### src/rtl/hack_io_pkg.sv
// ============================================================================
// Module   : hack_io_pkg
// Brief    : Shared types and constants for the memory-mapped SPI port (IO4).
// Revision : 1.0
// ============================================================================
`default_nettype none

package hack_io_pkg;

    typedef enum logic [0:0] {
        IDLE  = 1'b0,
        SHIFT = 1'b1
    } spi_state_e;

    localparam int BUSY_BIT = 15;
    localparam int CSX_BIT  = 8;
    localparam int IO4_ADDR = 4100;
    localparam int BYTE_W   = 8;
    localparam int BITCNT_W = 3;

endpackage

`default_nettype wire

### src/rtl/spi_sck_gen.sv
// ============================================================================
// Module   : spi_sck_gen
// Brief    : SCK flop plus half-period tick; SPI_SCK_DIV4_EN doubles the
//            half-period with a 1-bit prescaler.
// Revision : 1.0
// ============================================================================
`default_nettype none

module spi_sck_gen (
    input  logic clk,
    input  logic reset,
    input  logic i_run,
    output logic o_sck,
    output logic o_rise,
    output logic o_fall
);

    logic sck_q;
    logic sck_d;
    logic w_tick;

`ifdef SPI_SCK_DIV4_EN
    logic pre_q;
    logic pre_d;

    // Prescaler holds at 0 while idle so the first tick lands 2 clk after start
    always_comb begin
        pre_d = 1'b0;
        if (i_run) begin
            pre_d = ~pre_q;
        end
    end

    always_ff @(posedge clk or negedge reset) begin
        if (!reset) begin
            pre_q <= 1'b0;
        end else begin
            pre_q <= pre_d;
        end
    end

    assign w_tick = i_run & pre_q;
`else
    assign w_tick = i_run;
`endif

    always_comb begin
        sck_d = sck_q;
        if (!i_run) begin
            sck_d = 1'b0;
        end else if (w_tick) begin
            sck_d = ~sck_q;
        end
    end

    always_ff @(posedge clk or negedge reset) begin
        if (!reset) begin
            sck_q <= 1'b0;
        end else begin
            sck_q <= sck_d;
        end
    end

    assign o_sck  = sck_q;
    assign o_rise = w_tick & ~sck_q;
    assign o_fall = w_tick & sck_q;

endmodule

`default_nettype wire

### src/rtl/spi_ctrl.sv
// ============================================================================
// Module   : spi_ctrl
// Brief    : Mode-0 SPI byte master at IO4; SPI_SCK_DIV4_EN selects clk/4 SCK.
// Revision : 1.0
// ============================================================================
`default_nettype none

module spi_ctrl
    import hack_io_pkg::*;
(
    input  logic        clk,
    input  logic        reset,
    input  logic        load,
    input  logic [15:0] in,
    output logic [15:0] out,
    output logic        CSX,
    output logic        SCK,
    output logic        SDO,
    input  logic        SDI
);

    spi_state_e          state_q, state_d;
    logic                csx_q, csx_d;
    logic                sdo_q, sdo_d;
    logic                sample_q, sample_d;
    logic [BYTE_W-1:0]   shreg_q, shreg_d;
    logic [BYTE_W-1:0]   rx_q, rx_d;
    logic [BITCNT_W-1:0] cnt_q, cnt_d;

    logic w_run;
    logic w_rise;
    logic w_fall;
    logic w_unused;

    assign w_run    = (state_q == SHIFT);
    assign w_unused = ^in[15:9];

    spi_sck_gen u_sck_gen (
        .clk    (clk),
        .reset  (reset),
        .i_run  (w_run),
        .o_sck  (SCK),
        .o_rise (w_rise),
        .o_fall (w_fall)
    );

    always_comb begin
        state_d  = state_q;
        csx_d    = csx_q;
        sdo_d    = sdo_q;
        sample_d = sample_q;
        shreg_d  = shreg_q;
        rx_d     = rx_q;
        cnt_d    = cnt_q;

        case (state_q)
            IDLE: begin
                if (load) begin
                    if (in[CSX_BIT]) begin
                        csx_d = 1'b1;
                    end else begin
                        state_d = SHIFT;
                        csx_d   = 1'b0;
                        sdo_d   = in[7];
                        shreg_d = in[7:0];
                        cnt_d   = '0;
                    end
                end
            end

            SHIFT: begin
                if (w_rise) begin
                    sample_d = SDI;
                end
                if (w_fall) begin
                    shreg_d = {shreg_q[BYTE_W-2:0], sample_q};
                    if (cnt_q == 3'd7) begin
                        // Last falling edge: publish byte, park SDO, keep CSX low
                        state_d = IDLE;
                        rx_d    = {shreg_q[BYTE_W-2:0], sample_q};
                        sdo_d   = 1'b0;
                        cnt_d   = '0;
                    end else begin
                        sdo_d = shreg_q[BYTE_W-2];
                        cnt_d = cnt_q + 3'd1;
                    end
                end
            end

            default: begin
                state_d = IDLE;
            end
        endcase
    end

    always_ff @(posedge clk or negedge reset) begin
        if (!reset) begin
            state_q  <= IDLE;
            csx_q    <= 1'b1;
            sdo_q    <= 1'b0;
            sample_q <= 1'b0;
            shreg_q  <= '0;
            rx_q     <= '0;
            cnt_q    <= '0;
        end else begin
            state_q  <= state_d;
            csx_q    <= csx_d;
            sdo_q    <= sdo_d;
            sample_q <= sample_d;
            shreg_q  <= shreg_d;
            rx_q     <= rx_d;
            cnt_q    <= cnt_d;
        end
    end

    always_comb begin
        out           = '0;
        out[BUSY_BIT] = w_run;
        out[7:0]      = rx_q;
    end

    assign CSX = csx_q;
    assign SDO = sdo_q;

endmodule

`default_nettype wire

### config.mk
export PLATFORM = sky130hd
export DESIGN_NAME = spi_ctrl
export DESIGN_NICKNAME = d
export VERILOG_FILES = /design/src/rtl/hack_io_pkg.sv /design/src/rtl/spi_sck_gen.sv /design/src/rtl/spi_ctrl.sv
export SDC_FILE = /design/constraint.sdc
export NUM_CORES = 1
export LEC_CHECK = 0
export BUFFER_PORTS_ARGS = -buffer_cell sky130_fd_sc_hd__buf_2
export CAP_MARGIN = 20
export CORE_AREA = 2 2 51 53
export CTS_BUF_LIST = sky130_fd_sc_hd__clkbuf_8
export CTS_CLUSTER_DIAMETER = 100
export CTS_CLUSTER_SIZE = 10
export DETAILED_ROUTE_END_ITERATION = 10
export DIE_AREA = 0 0 53 55
export GPL_ROUTABILITY_DRIVEN = 1
export GPL_TIMING_DRIVEN = 1
export MAX_ROUTING_LAYER = met4
export PLACE_DENSITY = 0.84
export RECOVER_POWER = 50
export SLEW_MARGIN = 5
export SYNTH_ARGS = -nofsm -noshare
export SYNTH_HDL_FRONTEND = slang
export SYNTH_SLANG_ARGS = --single-unit
### constraint.sdc
create_clock -name clk -period 1.9 [get_ports clk]
set_input_delay 0.095 -clock clk [delete_from_list [all_inputs] [get_ports clk]]
set_output_delay 0.095 -clock clk [all_outputs]
set_load 0.1 [all_outputs]
==> results.yml <==
layout:
  nNetsFinal: 137
  syn_to_final_growth_pct: 12.57
  nFillCells: 219
  diodes: 0
  seq_area_sq_um: 576.8
  multi_input_area_sq_um: 471.7
  drive_gt1_share_pct: 45.13
  layout_commonest_cell: "dfrtp_1"
  layout_common_cells: "dfrtp_1, buf_2, mux2_2"
die:
  die-height_microns: 55
  io_pins: 39
  core_sq_um: 2365
  die-area_sq_um: 2915
  rows: 18
  die_x_microns: 53
  start_util_pct: 47.14
global_routing:
  grt-ovfl-total: 0
  grt_use_met2_pct: 29.17
  track_usage_pct: 17.29
  grt_busiest_layer: "met2"
  grt_pass1_wl_microns: 3387
  grt_antenna_before_repair: 0
  grt_pass1_vias: 712
  use_met3_pct: 3.226
  grt_max_degree: 24
  grtUsageMet1_pct: 20.91
clock_tree:
  post-cts-setup-buffers: 0
  numClockSinks: 23
  htreeDepth: 1
  cts_resized: 0
  cts_tree: "yes"
  clk_path_buf_depth: 2
  clk_latency_ns: 0.26
  cts_buffers: 3
  cts_root_buffer: "clkbuf_8"
  clk_pin_slew_ns: 0.07
drt:
  drt_first_pass_iters: 3
  remaining_drc_errors: 0
  antenna_left: 0
  viasPerCell: 5.063
  wl_microns: 2010
  drtIter0Drc: 14
  num_vias: 724
  wl_per_cell_microns: 14.06
placed_design:
  dp_hpwl_microns: 1384
  place_congestion: 0.6894
  port_buffers: 24
sta:
  fin_crit_ns: 1.569
  clock.fmax_ghz: 0.6374
  setup_viol: 0
  finalSetupTns_ns: 0
  slew_viol_final: 0
  finalCritPeriodShare_pct: 82.57
  fin_skew_ns: 0.008033
  slew_headroom_pct: 20.35
  hold_viol: 0
  rsz0062_at_grt: "false"
  worst_pin_slew_ns: 1.195
critical_path:
  crit_chain: "clkbuf_1"
  crit_path_top_delay_cell: "clkbuf_1"
  cp.arrival_ns: 1.47
  cp-start-kind: "flop"
  crit_required_ns: 1.80
  slowest_delay_ns: 0.86
  crit_family: "buffers and inverters"
  critPathBufInv: 1
  path_class: "reg2out"
  cp_max_fo: 2
  cp-end-kind: "primary output"
yosys:
  yosysSeqAreaShare_pct: 51.74
  yosysTopAreaCell: "dfrtp_1"
  synth_cell_type_count: 20
  synth_area_sq_um: 1115
  synth_top_area_share_pct: 49.38
  synth_cells: 90
  synth.avg_cell_area_sq_um: 12.39
  synth_area_leaders: "dfrtp_1, mux2_2, o22ai_2, a21oi_2, buf_4"
  synth_warnings: 0
  synth-seq-cells: 23
status:
  status: "finished clean"
flow_run:
  drv_cap: 0
min_path:
  min_path_type: "in2reg"
timing repair:
action,4_1_cts,5_1_grt
hold buffers,1,0
hold endpoints to repair,22,0
endpoints found under the setup margin,0,0
area by class of cell:
type	instances	area share, %
clock buffers	3	3.290
clock inverters	1	0.2991
multi-input cells	61	37.59
flip-flops and latches	23	45.96
well taps	30	2.991
repair buffers	25	9.870
path summary, 6_finish.rpt:
path	slack, ns	start	depth (start not counted)	end
setup / recovery	0.33	rx_q[6]$_DFFE_PN0P_	1	out[6]
hold / removal	0.07	SDI	2	sample_q$_DFFE_PN0P_
setup reg to reg	0.36	cnt_q[0]$_DFFE_PN0P_	4	rx_q[1]$_DFFE_PN0P_
hold reg to reg	0.51	cnt_q[0]$_DFFE_PN0P_	1	cnt_q[0]$_DFFE_PN0P_
max in group asynchronous	0.58	reset	2	cnt_q[2]$_DFFE_PN0P_
min in group asynchronous	0.61	reset	2	rx_q[3]$_DFFE_PN0P_
sequential cells by signal, summed over array words and instances, names as in the netlist:
signal / flops
u_sck_gen.o_sck: 1
rx_q: 8
sample_q: 1
state_q: 1
SDO: 1
shreg_q: 7
CSX: 1
cnt_q: 3
routing by layer:
metal  up-vias  wire (microns)
met4         0              29
met1       357             844
li1        342               -
met2        20            1051
met5         -               0
met3         5              85
per-stage QoR:
stage          hold WS, ns  cells  area (sq um)  utilization, %  worst slack (ns)
4_1_cts            0.07186    143          1261           53.33            0.3547
3_5_place_dp       0.08762    138          1206           51.01            0.3730
5_1_grt            0.07506    143          1255           53.07            0.2484
2_1_floorplan      -0.2006     96          1137               -            0.1394
6_report           0.07065    143          1255           53.07            0.3312
3_3_place_gp       0.07949    138          1206           51.01            0.4118
synthesized netlist by cell type:
cell / n
nand2b_1: 1
nor2b_1: 2
buf_4: 9
a21oi_2: 8
clkbuf_2: 1
buf_6: 1
buf_2: 1
nor2_1: 8
dfstp_2: 1
dfrtp_1: 22
nand2_1: 7
conb_1: 1
o31ai_1: 1
mux2_2: 10
and2_1: 1
ha_1: 3
or3b_4: 1
o22ai_2: 8
nand3_1: 3
nand3_2: 1
kinds of logic after synthesis:
family                     share of synthesized area (%)
AOI/OAI and AO/OA                                  15.94
DFF                                                51.74
buffers and inverters                              7.967
adders and majority gates                          3.367
and+or+nand+nor                                    10.55
other                                             0.3364
muxes                                              10.10
Power is not shown: default switching activity piles up to over one toggle a cycle in this logic, so the estimate is an artifact.
